### config.mk
export PLATFORM = sky130hd
export DESIGN_NAME = cache_refill_ctrl
export DESIGN_NICKNAME = d
export VERILOG_FILES = /design/src/rtl/cache_pkg.sv /design/src/rtl/cache_line_store.sv /design/src/rtl/cache_refill_ctrl.sv
export SDC_FILE = /design/constraint.sdc
export NUM_CORES = 2
export LEC_CHECK = 0
export BUFFER_PORTS_ARGS = -buffer_cell sky130_fd_sc_hd__clkbuf_2
export CORE_UTILIZATION = 42
export CTS_CLUSTER_SIZE = 30
export DETAILED_ROUTE_END_ITERATION = 8
export PLACE_DENSITY = 0.59
export SETUP_SLACK_MARGIN = 0.2
export SLEW_MARGIN = 20
export SYNTH_ARGS = -nofsm -noshare
export SYNTH_HDL_FRONTEND = slang
export SYNTH_HIERARCHICAL = 1
export SYNTH_SLANG_ARGS = --single-unit
### constraint.sdc
create_clock -name clk -period 5.9 [get_ports clk]
set_input_delay 0.59 -clock clk [delete_from_list [all_inputs] [get_ports clk]]
set_output_delay 0.59 -clock clk [all_outputs]
set_load 0.02 [all_outputs]
### src/rtl/cache_pkg.sv
// Shared types and constants for the cache refill controller: FSM states,
// dataType encodings, address field positions and the byte-enable helper.
package cache_pkg;

    typedef enum logic [2:0] {
        IDLE    = 3'd0,
        HIT_RD  = 3'd1,
        REFILL  = 3'd2,
        RESPOND = 3'd3,
        WRITE   = 3'd4
    } state_e;

    localparam logic [1:0] DT_WORD     = 2'b00;
    localparam logic [1:0] DT_BYTE     = 2'b01;
    localparam logic [1:0] DT_HALF     = 2'b10;
    localparam logic [1:0] DT_WORD_ALT = 2'b11;

    localparam int BYTE_OFF_LSB   = 0;
    localparam int WORD_OFF_LSB   = 2;
    localparam int INDEX_LSB      = 4;
    localparam int WORDS_PER_LINE = 4;

    function automatic logic [3:0] calc_be(input logic [1:0] dt, input logic [1:0] boff);
        case (dt)
            DT_BYTE: calc_be = 4'b0001 << boff;
            DT_HALF: calc_be = 4'b0011 << {boff[1], 1'b0};
            default: calc_be = 4'b1111;
        endcase
    endfunction

endpackage

### src/rtl/cache_line_store.sv
// Tag, valid and data arrays of the direct-mapped cache: one combinational
// read port, a whole-line refill write and a byte-enabled single-word write.
module cache_line_store
    import cache_pkg::*;
#(
    parameter int INDEX_WIDTH = 4,
    parameter int TAG_WIDTH   = 8,
    parameter int DATA_WIDTH  = 32
) (
    input  logic                               clk,
    input  logic                               rst_n,
    input  logic [INDEX_WIDTH-1:0]             rd_index,
    input  logic [1:0]                         rd_offset,
    output logic                               rd_valid,
    output logic [TAG_WIDTH-1:0]               rd_tag,
    output logic [DATA_WIDTH-1:0]              rd_data,
    input  logic [INDEX_WIDTH-1:0]             wr_index,
    input  logic                               line_we,
    input  logic [TAG_WIDTH-1:0]               line_tag,
    input  logic [WORDS_PER_LINE*DATA_WIDTH-1:0] line_data,
    input  logic                               word_we,
    input  logic [1:0]                         word_offset,
    input  logic [DATA_WIDTH/8-1:0]            word_be,
    input  logic [DATA_WIDTH-1:0]              word_data
);
    localparam int LINES = 1 << INDEX_WIDTH;

    logic [LINES-1:0]      valid_q;
    logic [LINES-1:0]      valid_d;
    logic [TAG_WIDTH-1:0]  tag_mem  [LINES];
    logic [DATA_WIDTH-1:0] data_mem [LINES][WORDS_PER_LINE];

    // A refill marks its line valid; valid bits are the only reset state.
    always_comb begin
        valid_d = valid_q;
        if (line_we) begin
            valid_d[wr_index] = 1'b1;
        end else begin
            valid_d = valid_q;
        end
    end

    // Valid-bit register.
    always_ff @(posedge clk or negedge rst_n) begin
        if (!rst_n) begin
            valid_q <= '0;
        end else begin
            valid_q <= valid_d;
        end
    end

    // Tag and data arrays are deliberately left unreset.
    always_ff @(posedge clk) begin
        if (line_we) begin
            tag_mem[wr_index] <= line_tag;
            for (int w = 0; w < WORDS_PER_LINE; w++) begin
                data_mem[wr_index][w] <= line_data[w*DATA_WIDTH +: DATA_WIDTH];
            end
        end else if (word_we) begin
            for (int b = 0; b < DATA_WIDTH/8; b++) begin
                if (word_be[b]) begin
                    data_mem[wr_index][word_offset][8*b +: 8] <= word_data[8*b +: 8];
                end
            end
        end
    end

    // Single read port.
    always_comb begin
        rd_valid = valid_q[rd_index];
        rd_tag   = tag_mem[rd_index];
        rd_data  = data_mem[rd_index][rd_offset];
    end

endmodule

### src/rtl/cache_refill_ctrl.sv
// Direct-mapped, write-through/no-allocate cache controller with 4-word line
// refill. Define CACHE_STATS_EN to add saturating hit_count/miss_count outputs.
module cache_refill_ctrl
    import cache_pkg::*;
#(
    parameter int ADDR_WIDTH  = 16,
    parameter int DATA_WIDTH  = 32,
    parameter int INDEX_WIDTH = 4
) (
    input  logic                  clk,
    input  logic                  rst_n,
    input  logic                  cpu_req,
    input  logic                  cpu_we,
    input  logic [ADDR_WIDTH-1:0] cpu_addr,
    input  logic [DATA_WIDTH-1:0] cpu_wd,
    input  logic [1:0]            dataType,
    output logic                  cpu_ready,
    output logic                  cpu_rvalid,
    output logic [DATA_WIDTH-1:0] cpu_rd,
    output logic                  mem_req,
    output logic                  mem_we,
    output logic [ADDR_WIDTH-1:0] mem_addr,
    output logic [DATA_WIDTH-1:0] mem_wd,
    output logic [3:0]            mem_be,
    input  logic                  mem_ack,
    input  logic [DATA_WIDTH-1:0] mem_rdata
`ifdef CACHE_STATS_EN
    ,
    output logic [15:0]           hit_count,
    output logic [15:0]           miss_count
`endif
);
    localparam int TAG_LSB   = INDEX_LSB + INDEX_WIDTH;
    localparam int TAG_WIDTH = ADDR_WIDTH - TAG_LSB;

    state_e                  state_q, state_d;
    logic [ADDR_WIDTH-1:0]   req_addr_q, req_addr_d;
    logic [DATA_WIDTH-1:0]   req_wd_q, req_wd_d;
    logic [1:0]              req_dt_q, req_dt_d;
    logic [1:0]              fill_cnt_q, fill_cnt_d;
    logic [3*DATA_WIDTH-1:0] fill_buf_q, fill_buf_d;

    logic                    accept_s, hit_s, line_we_s, word_we_s;
    logic [ADDR_WIDTH-1:0]   lk_addr_s;
    logic                    rd_valid_s;
    logic [TAG_WIDTH-1:0]    rd_tag_s;
    logic [DATA_WIDTH-1:0]   rd_data_s, wd_lane_s;
    logic [3:0]              be_s;

    assign accept_s  = (state_q == IDLE) && cpu_req;
    assign hit_s     = rd_valid_s && (rd_tag_s == lk_addr_s[ADDR_WIDTH-1:TAG_LSB]);
    assign line_we_s = (state_q == REFILL) && mem_ack && (fill_cnt_q == 2'd3);
    assign word_we_s = (state_q == WRITE) && mem_ack && hit_s;
    assign be_s      = calc_be(req_dt_q, req_addr_q[BYTE_OFF_LSB +: 2]);

    // In IDLE the lookup uses the live address so a hit can be decided on accept.
    always_comb begin
        if (state_q == IDLE) begin
            lk_addr_s = cpu_addr;
        end else begin
            lk_addr_s = req_addr_q;
        end
    end

    // Move right-aligned sub-word write data onto its byte lanes.
    always_comb begin
        wd_lane_s = req_wd_q;
        case (req_dt_q)
            DT_BYTE: wd_lane_s = req_wd_q << {req_addr_q[1:0], 3'b000};
            DT_HALF: wd_lane_s = req_wd_q << {req_addr_q[1], 4'b0000};
            default: wd_lane_s = req_wd_q;
        endcase
    end

    cache_line_store #(
        .INDEX_WIDTH (INDEX_WIDTH),
        .TAG_WIDTH   (TAG_WIDTH),
        .DATA_WIDTH  (DATA_WIDTH)
    ) u_store (
        .clk         (clk),
        .rst_n       (rst_n),
        .rd_index    (lk_addr_s[INDEX_LSB +: INDEX_WIDTH]),
        .rd_offset   (lk_addr_s[WORD_OFF_LSB +: 2]),
        .rd_valid    (rd_valid_s),
        .rd_tag      (rd_tag_s),
        .rd_data     (rd_data_s),
        .wr_index    (req_addr_q[INDEX_LSB +: INDEX_WIDTH]),
        .line_we     (line_we_s),
        .line_tag    (req_addr_q[ADDR_WIDTH-1:TAG_LSB]),
        .line_data   ({mem_rdata, fill_buf_q}),
        .word_we     (word_we_s),
        .word_offset (req_addr_q[WORD_OFF_LSB +: 2]),
        .word_be     (be_s),
        .word_data   (wd_lane_s)
    );

    // Request capture and refill buffering; the last refill word goes straight to the store.
    always_comb begin
        req_addr_d = req_addr_q;
        req_wd_d   = req_wd_q;
        req_dt_d   = req_dt_q;
        fill_cnt_d = fill_cnt_q;
        fill_buf_d = fill_buf_q;
        if (accept_s) begin
            req_addr_d = cpu_addr;
            req_wd_d   = cpu_wd;
            req_dt_d   = dataType;
        end else begin
            req_addr_d = req_addr_q;
        end
        if ((state_q == REFILL) && mem_ack) begin
            fill_cnt_d = fill_cnt_q + 2'd1;
            case (fill_cnt_q)
                2'd0:    fill_buf_d[0*DATA_WIDTH +: DATA_WIDTH] = mem_rdata;
                2'd1:    fill_buf_d[1*DATA_WIDTH +: DATA_WIDTH] = mem_rdata;
                2'd2:    fill_buf_d[2*DATA_WIDTH +: DATA_WIDTH] = mem_rdata;
                default: fill_buf_d = fill_buf_q;
            endcase
        end else begin
            fill_cnt_d = fill_cnt_q;
        end
    end

    // Next-state logic.
    always_comb begin
        state_d = state_q;
        case (state_q)
            IDLE: begin
                if (!cpu_req)    state_d = IDLE;
                else if (cpu_we) state_d = WRITE;
                else if (hit_s)  state_d = HIT_RD;
                else             state_d = REFILL;
            end
            HIT_RD:  state_d = IDLE;
            REFILL:  state_d = line_we_s ? RESPOND : REFILL;
            RESPOND: state_d = IDLE;
            WRITE:   state_d = mem_ack ? IDLE : WRITE;
            default: state_d = IDLE;
        endcase
    end

    // State and datapath registers.
    always_ff @(posedge clk or negedge rst_n) begin
        if (!rst_n) begin
            state_q    <= IDLE;
            req_addr_q <= '0;
            req_wd_q   <= '0;
            req_dt_q   <= 2'b00;
            fill_cnt_q <= 2'd0;
            fill_buf_q <= '0;
        end else begin
            state_q    <= state_d;
            req_addr_q <= req_addr_d;
            req_wd_q   <= req_wd_d;
            req_dt_q   <= req_dt_d;
            fill_cnt_q <= fill_cnt_d;
            fill_buf_q <= fill_buf_d;
        end
    end

    // Output decode; everything idles at zero outside its owning state.
    always_comb begin
        cpu_ready  = (state_q == IDLE);
        cpu_rvalid = (state_q == HIT_RD) || (state_q == RESPOND);
        cpu_rd     = cpu_rvalid ? rd_data_s : '0;
        mem_req    = (state_q == REFILL) || (state_q == WRITE);
        mem_we     = (state_q == WRITE);
        mem_addr   = '0;
        mem_wd     = '0;
        mem_be     = 4'b0000;
        case (state_q)
            REFILL: mem_addr = {req_addr_q[ADDR_WIDTH-1:INDEX_LSB], fill_cnt_q, 2'b00};
            WRITE: begin
                mem_addr = {req_addr_q[ADDR_WIDTH-1:WORD_OFF_LSB], 2'b00};
                mem_wd   = wd_lane_s;
                mem_be   = be_s;
            end
            default: mem_addr = '0;
        endcase
    end

`ifdef CACHE_STATS_EN
    logic [15:0] hit_count_q, hit_count_d, miss_count_q, miss_count_d;

    // Saturating counters of accepted reads.
    always_comb begin
        hit_count_d  = hit_count_q;
        miss_count_d = miss_count_q;
        if (accept_s && !cpu_we) begin
            if (hit_s) begin
                if (hit_count_q != 16'hFFFF) hit_count_d = hit_count_q + 16'd1;
                else                         hit_count_d = hit_count_q;
            end else begin
                if (miss_count_q != 16'hFFFF) miss_count_d = miss_count_q + 16'd1;
                else                          miss_count_d = miss_count_q;
            end
        end else begin
            hit_count_d = hit_count_q;
        end
    end

    // Counter registers.
    always_ff @(posedge clk or negedge rst_n) begin
        if (!rst_n) begin
            hit_count_q  <= 16'd0;
            miss_count_q <= 16'd0;
        end else begin
            hit_count_q  <= hit_count_d;
            miss_count_q <= miss_count_d;
        end
    end

    assign hit_count  = hit_count_q;
    assign miss_count = miss_count_q;
`endif

endmodule

### After elaboration in Yosys (flattened, before gate mapping)

Memory sizes are Yosys's and may differ from the RTL's.
Index checks and enable logic that the tools add are counted.

| word-level totals | value |
|---|---|
| output and inout bits | 88 |
| memories | 2 |
| flip-flop bits (word level) | 167 |
| bits in writable memories | 2176 |
| word-level logic and storage cells | 1120 |
| input bits | 87 |

| cells by class | value |
|---|---|
| shifts and indexed selects | 4 |
| reductions and logical operators | 15 |
| mux-type cells | 558 |
| bitwise gates (word level) | 515 |
| magnitude comparators | 6 |
| add/subtract/negate cells | 1 |
| eq/ne operators | 10 |

Memories:

| memory | depth | bits a word | rd ports | clocked after Yosys merged registers in | write ports | line | RTL |
|---|---|---|---|---|---|---|---|
| u_store.data_mem | 16 | 128 | 1 | 0 | 1 | cache_line_store.sv:31 | `logic [DATA_WIDTH-1:0] data_mem [LINES][WORDS_PER_LINE];` |
| u_store.tag_mem | 16 | 8 | 1 | 0 | 1 | cache_line_store.sv:30 | `logic [TAG_WIDTH-1:0] tag_mem [LINES];` |

Operators with widths:

| operator | number |
|---|---|
| 2-to-1 mux 1 bit | 529 |
| 2-to-1 mux 128 bit | 4 |
| bitwise OR 1 bit | 512 |
| demux 32 bit (select 2 bit) | 4 |
| 2-to-1 mux 32 bit | 5 |
| binary-select mux 32 bit (select 2 bit) | 1 |
| one-hot mux 32 bit (2 select lines) | 1 |
| << shifter 32 x 5 -> 32 bit | 2 |
| 2-to-1 mux 16 bit | 2 |
| one-hot mux 16 bit (2 select lines) | 1 |
| 2-to-1 mux 24 bit | 1 |
| bitwise OR 16 bit | 1 |
| less-than comparator 4 x 5 -> 1 bit, second input constant | 2 |
| 2-to-1 mux 3 bit | 3 |
| one-hot mux 3 bit (3 select lines) | 1 |
| == test 8 bit | 1 |
| logical AND 1 bit | 8 |
| 2-to-1 mux 8 bit | 1 |
| one-hot mux 4 bit (2 select lines) | 1 |
| == test 2 bit, second input constant | 3 |
| == test 3 x 2 -> 1 bit, second input constant | 2 |
| greater-or-equal comparator 3 bit, second input constant | 2 |
| inverter 2 -> 3 bit | 2 |
| AND reduction 2 bit | 3 |
| other kinds (15) | 17 |

### Logic depth before layout (Yosys ltp)

| logic depth | value |
|---|---|
| word-level depth | 13 |
| gate-level depth with buffers | 24 |
| depth with buffers taken out | 14 |

### By module

The synthesis kept the hierarchy.

Modules (own cells, without submodules):

| module | cells an instance | instances | area an instance (µm²) | sequential area each (µm²) |
|---|---|---|---|---|
| cache_line_store | 3966 | 1 | 86332.8 | 65743.1 |
| cache_refill_ctrl | 719 | 1 | 7438.4 | 3778.6 |

### Least setup slack after synthesis

OpenSTA, ideal clock, no wires.

| timing | value |
|---|---|
| kind | register to register |
| start | reg state_q[1] |
| end | mem u_store/data_mem[10][120] in the netlist's numbering (enable) |
| required time | 5.530 ns |
| arrival time | 5.879 ns |
| library setup time | 0.370 ns |
| path slack | -0.350 ns |
| buffers on the path | 10 |
| stages on the path, launching flop included | 25 |
| period minus slack after synthesis | 6.250 ns |
| path through | dfrtp_1 nor3_4 buf_6 buf_4 mux2_2 buf_6 buf_6 buf_6 buf_6 buf_2 mux4_2 mux4_2 nor2b_1 nor3_1 a311oi_1 a311o_1 nor4_2 and3_1 nand2_1 or4_1 clkbuf_1 and2_1 clkbuf_1 clkbuf_1 nor2_1 |

| on the way | value |
|---|---|
| cells in the longest elaborated chain, start to end | 13 |
| elaborated cells on any way between the ends | 31 |
| classes of those cells | eq/ne: 3; mux: 17; bitwise: 4; reduce/logical: 6; memory: 1 |

Ends and longest elaborated chain:

| what | line | RTL |
|---|---|---|
| start, declared | cache_refill_ctrl.sv:36 | `state_e state_q, state_d;` |
| start signal, assigned | cache_refill_ctrl.sv:152 | `state_q <= state_d;` |
| zero test 3 bit * | n/a |  |
| net cpu_ready | cache_refill_ctrl.sv:17 | `output logic cpu_ready,` |
| 2-to-1 mux 16 bit * | cache_refill_ctrl.sv:58 | `if (state_q == IDLE) begin` |
| net lk_addr_s[4] | cache_refill_ctrl.sv:44 | `logic [ADDR_WIDTH-1:0] lk_addr_s;` |
| memory read (16 x 8 bit) * | n/a |  |
| net rd_tag_s[5] | cache_refill_ctrl.sv:46 | `logic [TAG_WIDTH-1:0] rd_tag_s;` |
| == test 8 bit * | cache_refill_ctrl.sv:51 | `assign hit_s = rd_valid_s && (rd_tag_s == lk_addr_s[ADDR_WIDTH-1:TAG_LSB]);` |
| logical AND 1 bit * | cache_refill_ctrl.sv:51 |  |
| logical AND 1 bit * | cache_refill_ctrl.sv:53 | `assign word_we_s = (state_q == WRITE) && mem_ack && hit_s;` |
| net word_we_s | cache_refill_ctrl.sv:43 | `logic accept_s, hit_s, line_we_s, word_we_s;` |
| 2-to-1 mux 1 bit | cache_line_store.sv:59 | `end else if (word_we) begin` |
| 2-to-1 mux 1 bit | cache_line_store.sv:54 | `if (line_we) begin` |
| 2-to-1 mux 128 bit (implied by the code) | cache_line_store.sv:62 | `data_mem[wr_index][word_offset][8*b +: 8] <= word_data[8*b +: 8];` |
| bitwise OR 1 bit (no line) (3 in a row) | n/a |  |
| bitwise OR 1 bit (no line) * | n/a |  |
| end, declared | cache_line_store.sv:31 |  |

Mark *: on every way through the listed nets, which the timed path passes. The rest lies on a longest branch. The select of a mux whose other input is x is not followed.

### Worst setup path after layout

| timing | value |
|---|---|
| start | reg state_q[0] |
| end | out cpu_rd[11] |

| on the way | value |
|---|---|
| cells in the longest elaborated chain, start to end | 7 |
| elaborated cells on any way between the ends | 11 |
| classes of those cells | eq/ne: 2; mux: 5; bitwise: 1; reduce/logical: 2; memory: 1 |

Ends and longest elaborated chain:

| what | line | RTL |
|---|---|---|
| zero test 3 bit | cache_refill_ctrl.sv:58 |  |
| 2-to-1 mux 16 bit | cache_refill_ctrl.sv:58 |  |
| net lk_addr_s[3] | cache_refill_ctrl.sv:44 |  |
| inverter 2 -> 3 bit (implied by the code) | cache_line_store.sv:72 | `rd_data = data_mem[rd_index][rd_offset];` |
| binary-select mux 32 bit (select 2 bit) | cache_line_store.sv:72 |  |
| 2-to-1 mux 32 bit (implied by the code) (2 in a row) | cache_line_store.sv:72 |  |
| net rd_data_s[11] | cache_refill_ctrl.sv:47 | `logic [DATA_WIDTH-1:0] rd_data_s, wd_lane_s;` |
| 2-to-1 mux 32 bit | cache_refill_ctrl.sv:165 | `cpu_rd = cpu_rvalid ? rd_data_s : '0;` |
| end, declared | cache_refill_ctrl.sv:19 | `output logic [DATA_WIDTH-1:0] cpu_rd,` |

The timed path passes the listed nets, and every way through them passes these cells. The select of a mux whose other input is x is not followed.

==> results_dict.tcl <==
set metrics [dict create \
    outcome "finished, final reports clean" \
    path_clk_slew_ps 60 \
    synth-seq-cells 2343 \
    fin_worst_skew_ps 39.6 \
    synth_cells 4685 \
    maxSlewViolCount 0 \
    die_area_sq_um 225000 \
    grt_pass1_vias 49681 \
    grt_overflow_total 0 \
    async_flop_share 0.0713 \
    cp_slowest_cell "nor2b_2" \
    die_h_um 475 \
    drtAntennaViolNets 0 \
    required_ps 5310 \
    avgViaCountPerCell 5.88 \
    drc_errors 0 \
    ys.flop_type "edfxtp_1" \
    r2r_start "state_q[0]$_DFF_PN0_" \
    critPathMaxStageDelay_ps 950 \
    hold_class "in -> reg" \
    path_cells "nor3_4 > buf_4 > buf_6 > mux2_2 > nor2b_2 > buf_4 > a22oi_1 > a32oi_1 > a21oi_1 > and2_1 > clkbuf_2" \
    grt_max_degree 99 \
    fin_crit_sh 0.934 \
    post-route-util 0.492 \
    antenna_found_initial 21 \
    hold_start "mem_rdata[24]" \
    finalWeightedCongestion 0.859 \
    synth-seq-area-share 0.741 \
    power_leakage_nw 36.3 \
    grt_usage 0.245 \
    ys_warn_count 6 \
    grt_pass1_wl_mm 384 \
    core_sq_um 222000 \
    avgRoutedWirePerCell_um 32.4 \
    fin_crit_ps 5510 \
    worstPathArrival_ps 4920 \
    critical_path_class "reg -> out" \
    fillCellCount 18190 \
    cts_sinks 2343 \
    syn2layout_area_growth_pct 16.5 \
    final_nets 5393 \
    cts_made_buffers 228 \
    vias 49882 \
    timing.rr.end "u_store/data_mem[1][93]$_DFFE_PP_" \
    crit_path_end_kind "output pin" \
    syn_area_sq_um 93800 \
    worst_pin_slew_ps 1100 \
    hold_violations 0 \
    ir_drop_mv 0.539 \
    rr_worst_depth 18 \
    finalSetupViolations 0 \
    cpMostUsedCell "buf_4" \
    total_power_mw 56.4 \
    hold_path_depth 2 \
    wl_mm 275 \
    port_buffers 172 \
    die_w_um 475 \
    clockBufferDepth 3 \
    clock-root-buffer "clkbuf_16" \
    fin_setup_tns_ps 0 \
    cap_violations 0 \
    synth_edf_count 2176 \
    first_pass_iters 8 \
    first_iter_violations 5523 \
    worstPathMaxFanout 21 \
    syn_avg_cell_area_sq_um 20.0 \
    hold_path_end "fill_buf_q[56]$_DFFE_PN0P_" \
    timing.slew.headroom 0.262 \
    max_freq_mhz 181 \
    whs_ps 56.3 \
    drive_gt1_frac 0.347 \
    r2r_setup_slack_ps 450 \
    cts_tree "built" \
    core.rowCount 173 \
    insertion_delay_ps 870 \
    ctsHtreeMaxLevel 4 \
    start_util 0.422 \
    start_kind "flop" \
    dp_hpwl_mm 175 \
    rsz0062_at_grt "false" \
    pin_count 175 \
    powerDensity_nw_per_um2 516 \
    yosysUniqueCellTypes 61 \
]
worst max-delay path: cells and delay by family (launching register included):
kind | cells | cell delay, ps
compound gates | 3 | 640
mux | 1 | 600
flops | 1 | 410
buf+inv | 4 | 990
simple gates | 3 | 1400
area by class of cell:
class,instances,area (sq um),area share
Timing Repair Buffer,665,5240,0.0479
Multi-Input combinational cell,2045,23400,0.214
Clock inverter,109,1000,0.00919
Clock buffer,319,6280,0.0575
Tap cell,2975,3720,0.0341
Antenna cell,17,42.5,0.000389
Sequential cell,2343,69500,0.636
Inverter,17,68.8,0.000630
sequential cells by signal, indices dropped and copies added (netlist names):
register	flops
fill_buf_q	96
fill_cnt_q	2
req_addr_q	16
req_dt_q	2
req_wd_q	32
state_q	3
u_store/data_mem	2048
u_store/tag_mem	128
u_store/valid_q	16
logic make-up after synthesis:
logic type / count (synthesis) / share of synthesized area
AO/OA/AOI/OAI: 294 / 0.0211
XOR/XNOR: 3 / 0.000280
adder cells (fa/ha/maj): 6 / 0.000801
buffers and inverters: 300 / 0.0153
flip-flops: 2343 / 0.741
multiplexers: 954 / 0.184
other: 1 / 0.0000400
AND/OR/NAND/NOR: 784 / 0.0369
cells in the final DEF (no fill, tap or decap), types with 20 or more instances in the layout:
master / Yosys / layout
a21oi_1: 76 / 69
a22oi_1: 89 / 87
a32oi_1: 22 / 20
and2_1: 80 / 79
buf_4: 26 / 407
clkbuf_1: 140 / 70
clkbuf_16: 0 / 231
clkbuf_2: 0 / 171
clkbuf_8: 0 / 20
clkinv_1: 1 / 34
clkinv_2: 0 / 41
dfrtp_1: 167 / 167
dlygate4sd3_1: 0 / 50
edfxtp_1: 2176 / 2176
mux2_2: 248 / 243
mux2i_1: 114 / 113
mux4_2: 592 / 592
nand2_1: 260 / 247
nand2b_1: 28 / 28
nor2_1: 310 / 268
nor2_4: 0 / 27
nor2b_1: 28 / 22
o21ai_0: 33 / 32
synthesized netlist by cell type (2+ instances only):
| master | number | area (sq um) |
|---|---|---|
| o21ai_1 | 4 | 20.0 |
| and3_1 | 11 | 68.8 |
| nand3_1 | 10 | 50.1 |
| nor2b_1 | 28 | 175 |
| a21oi_1 | 76 | 380 |
| edfxtp_1 | 2176 | 65300 |
| a211oi_1 | 5 | 37.5 |
| and2_1 | 80 | 500 |
| o221ai_1 | 10 | 87.6 |
| buf_4 | 26 | 195 |
| o31ai_1 | 4 | 30.0 |
| nand2_1 | 260 | 976 |
| buf_1 | 24 | 90.1 |
| nand2b_1 | 28 | 175 |
| buf_6 | 15 | 169 |
| o21bai_1 | 4 | 30.0 |
| a31oi_1 | 3 | 18.8 |
| clkbuf_1 | 140 | 526 |
| nor3_1 | 22 | 110 |
| or2_2 | 18 | 113 |
| mux4_2 | 592 | 13300 |
| o21ai_0 | 33 | 165 |
| a22oi_1 | 89 | 668 |
| nor2_1 | 310 | 1160 |
| a21o_1 | 8 | 60.1 |
| ha_1 | 6 | 75.1 |
| xor2_1 | 2 | 17.5 |
| o22a_1 | 7 | 61.3 |
| nor4_1 | 7 | 43.8 |
| mux2_2 | 248 | 2790 |
| mux2i_1 | 114 | 1140 |
| buf_2 | 78 | 390 |
| dfrtp_1 | 167 | 4180 |
| inv_1 | 15 | 56.3 |
| a32oi_1 | 22 | 193 |
| o22ai_1 | 16 | 100 |
| a2111oi_0 | 3 | 26.3 |
where the power goes:
| part | internal [mW] | switching, mW |
|---|---|---|
| Combinational | 7.86 | 12.9 |
| Sequential | 20.6 | 0.820 |
| Clock | 8.06 | 6.20 |
stage by stage:
stage / setup WS [ps] / instance area (sq um) / cells
6_report: 388 / 109000 / 8490
5_1_grt: 248 / 109000 / 8484
4_1_cts: 121 / 109000 / 8462
3_5_place_dp: 57.7 / 101000 / 7976
3_3_place_gp: 108 / 101000 / 7976
2_1_floorplan: 141 / 94100 / 4686
metal layers:
layer	share of wire	vias up	wire length (um)	track usage
met1	0.40	26820	111000	0.342
met2	0.47	2375	131000	0.382
met4	0.037	2	10200	0.0941
met5	0.000047	-	13	0
met3	0.084	395	23200	0.0460
li1	-	20290	-	-
worst max-delay path by stage:
stage	from	endpoint	slack (ps)	depth (start not counted)
3_3_place_gp	state_q[2]$_DFF_PN0_	u_store/data_mem[4][125]$_DFFE_PP_	110	15
2_1_floorplan	state_q[2]$_DFF_PN0_	u_store/data_mem[12][56]$_DFFE_PP_	140	22
4_1_cts	state_q[2]$_DFF_PN0_	cpu_rd[28]	120	10
3_5_place_dp	state_q[2]$_DFF_PN0_	u_store/data_mem[6][120]$_DFFE_PP_	60	15
5_1_grt	state_q[0]$_DFF_PN0_	cpu_rd[9]	250	12
6_report	state_q[0]$_DFF_PN0_	cpu_rd[11]	390	11
repair_timing:
action / 4_1_cts / 5_1_grt
cloned: 8 / 3
hold buffers: 50 / 0
buffers inserted: 0 / 8
hold endpoints to repair: 122 / 0
endpoints found under the setup margin: 451 / 2071
resized for setup: 49 / 11
pin swaps: 0 / 1
(Power assumes the default switching activity.)
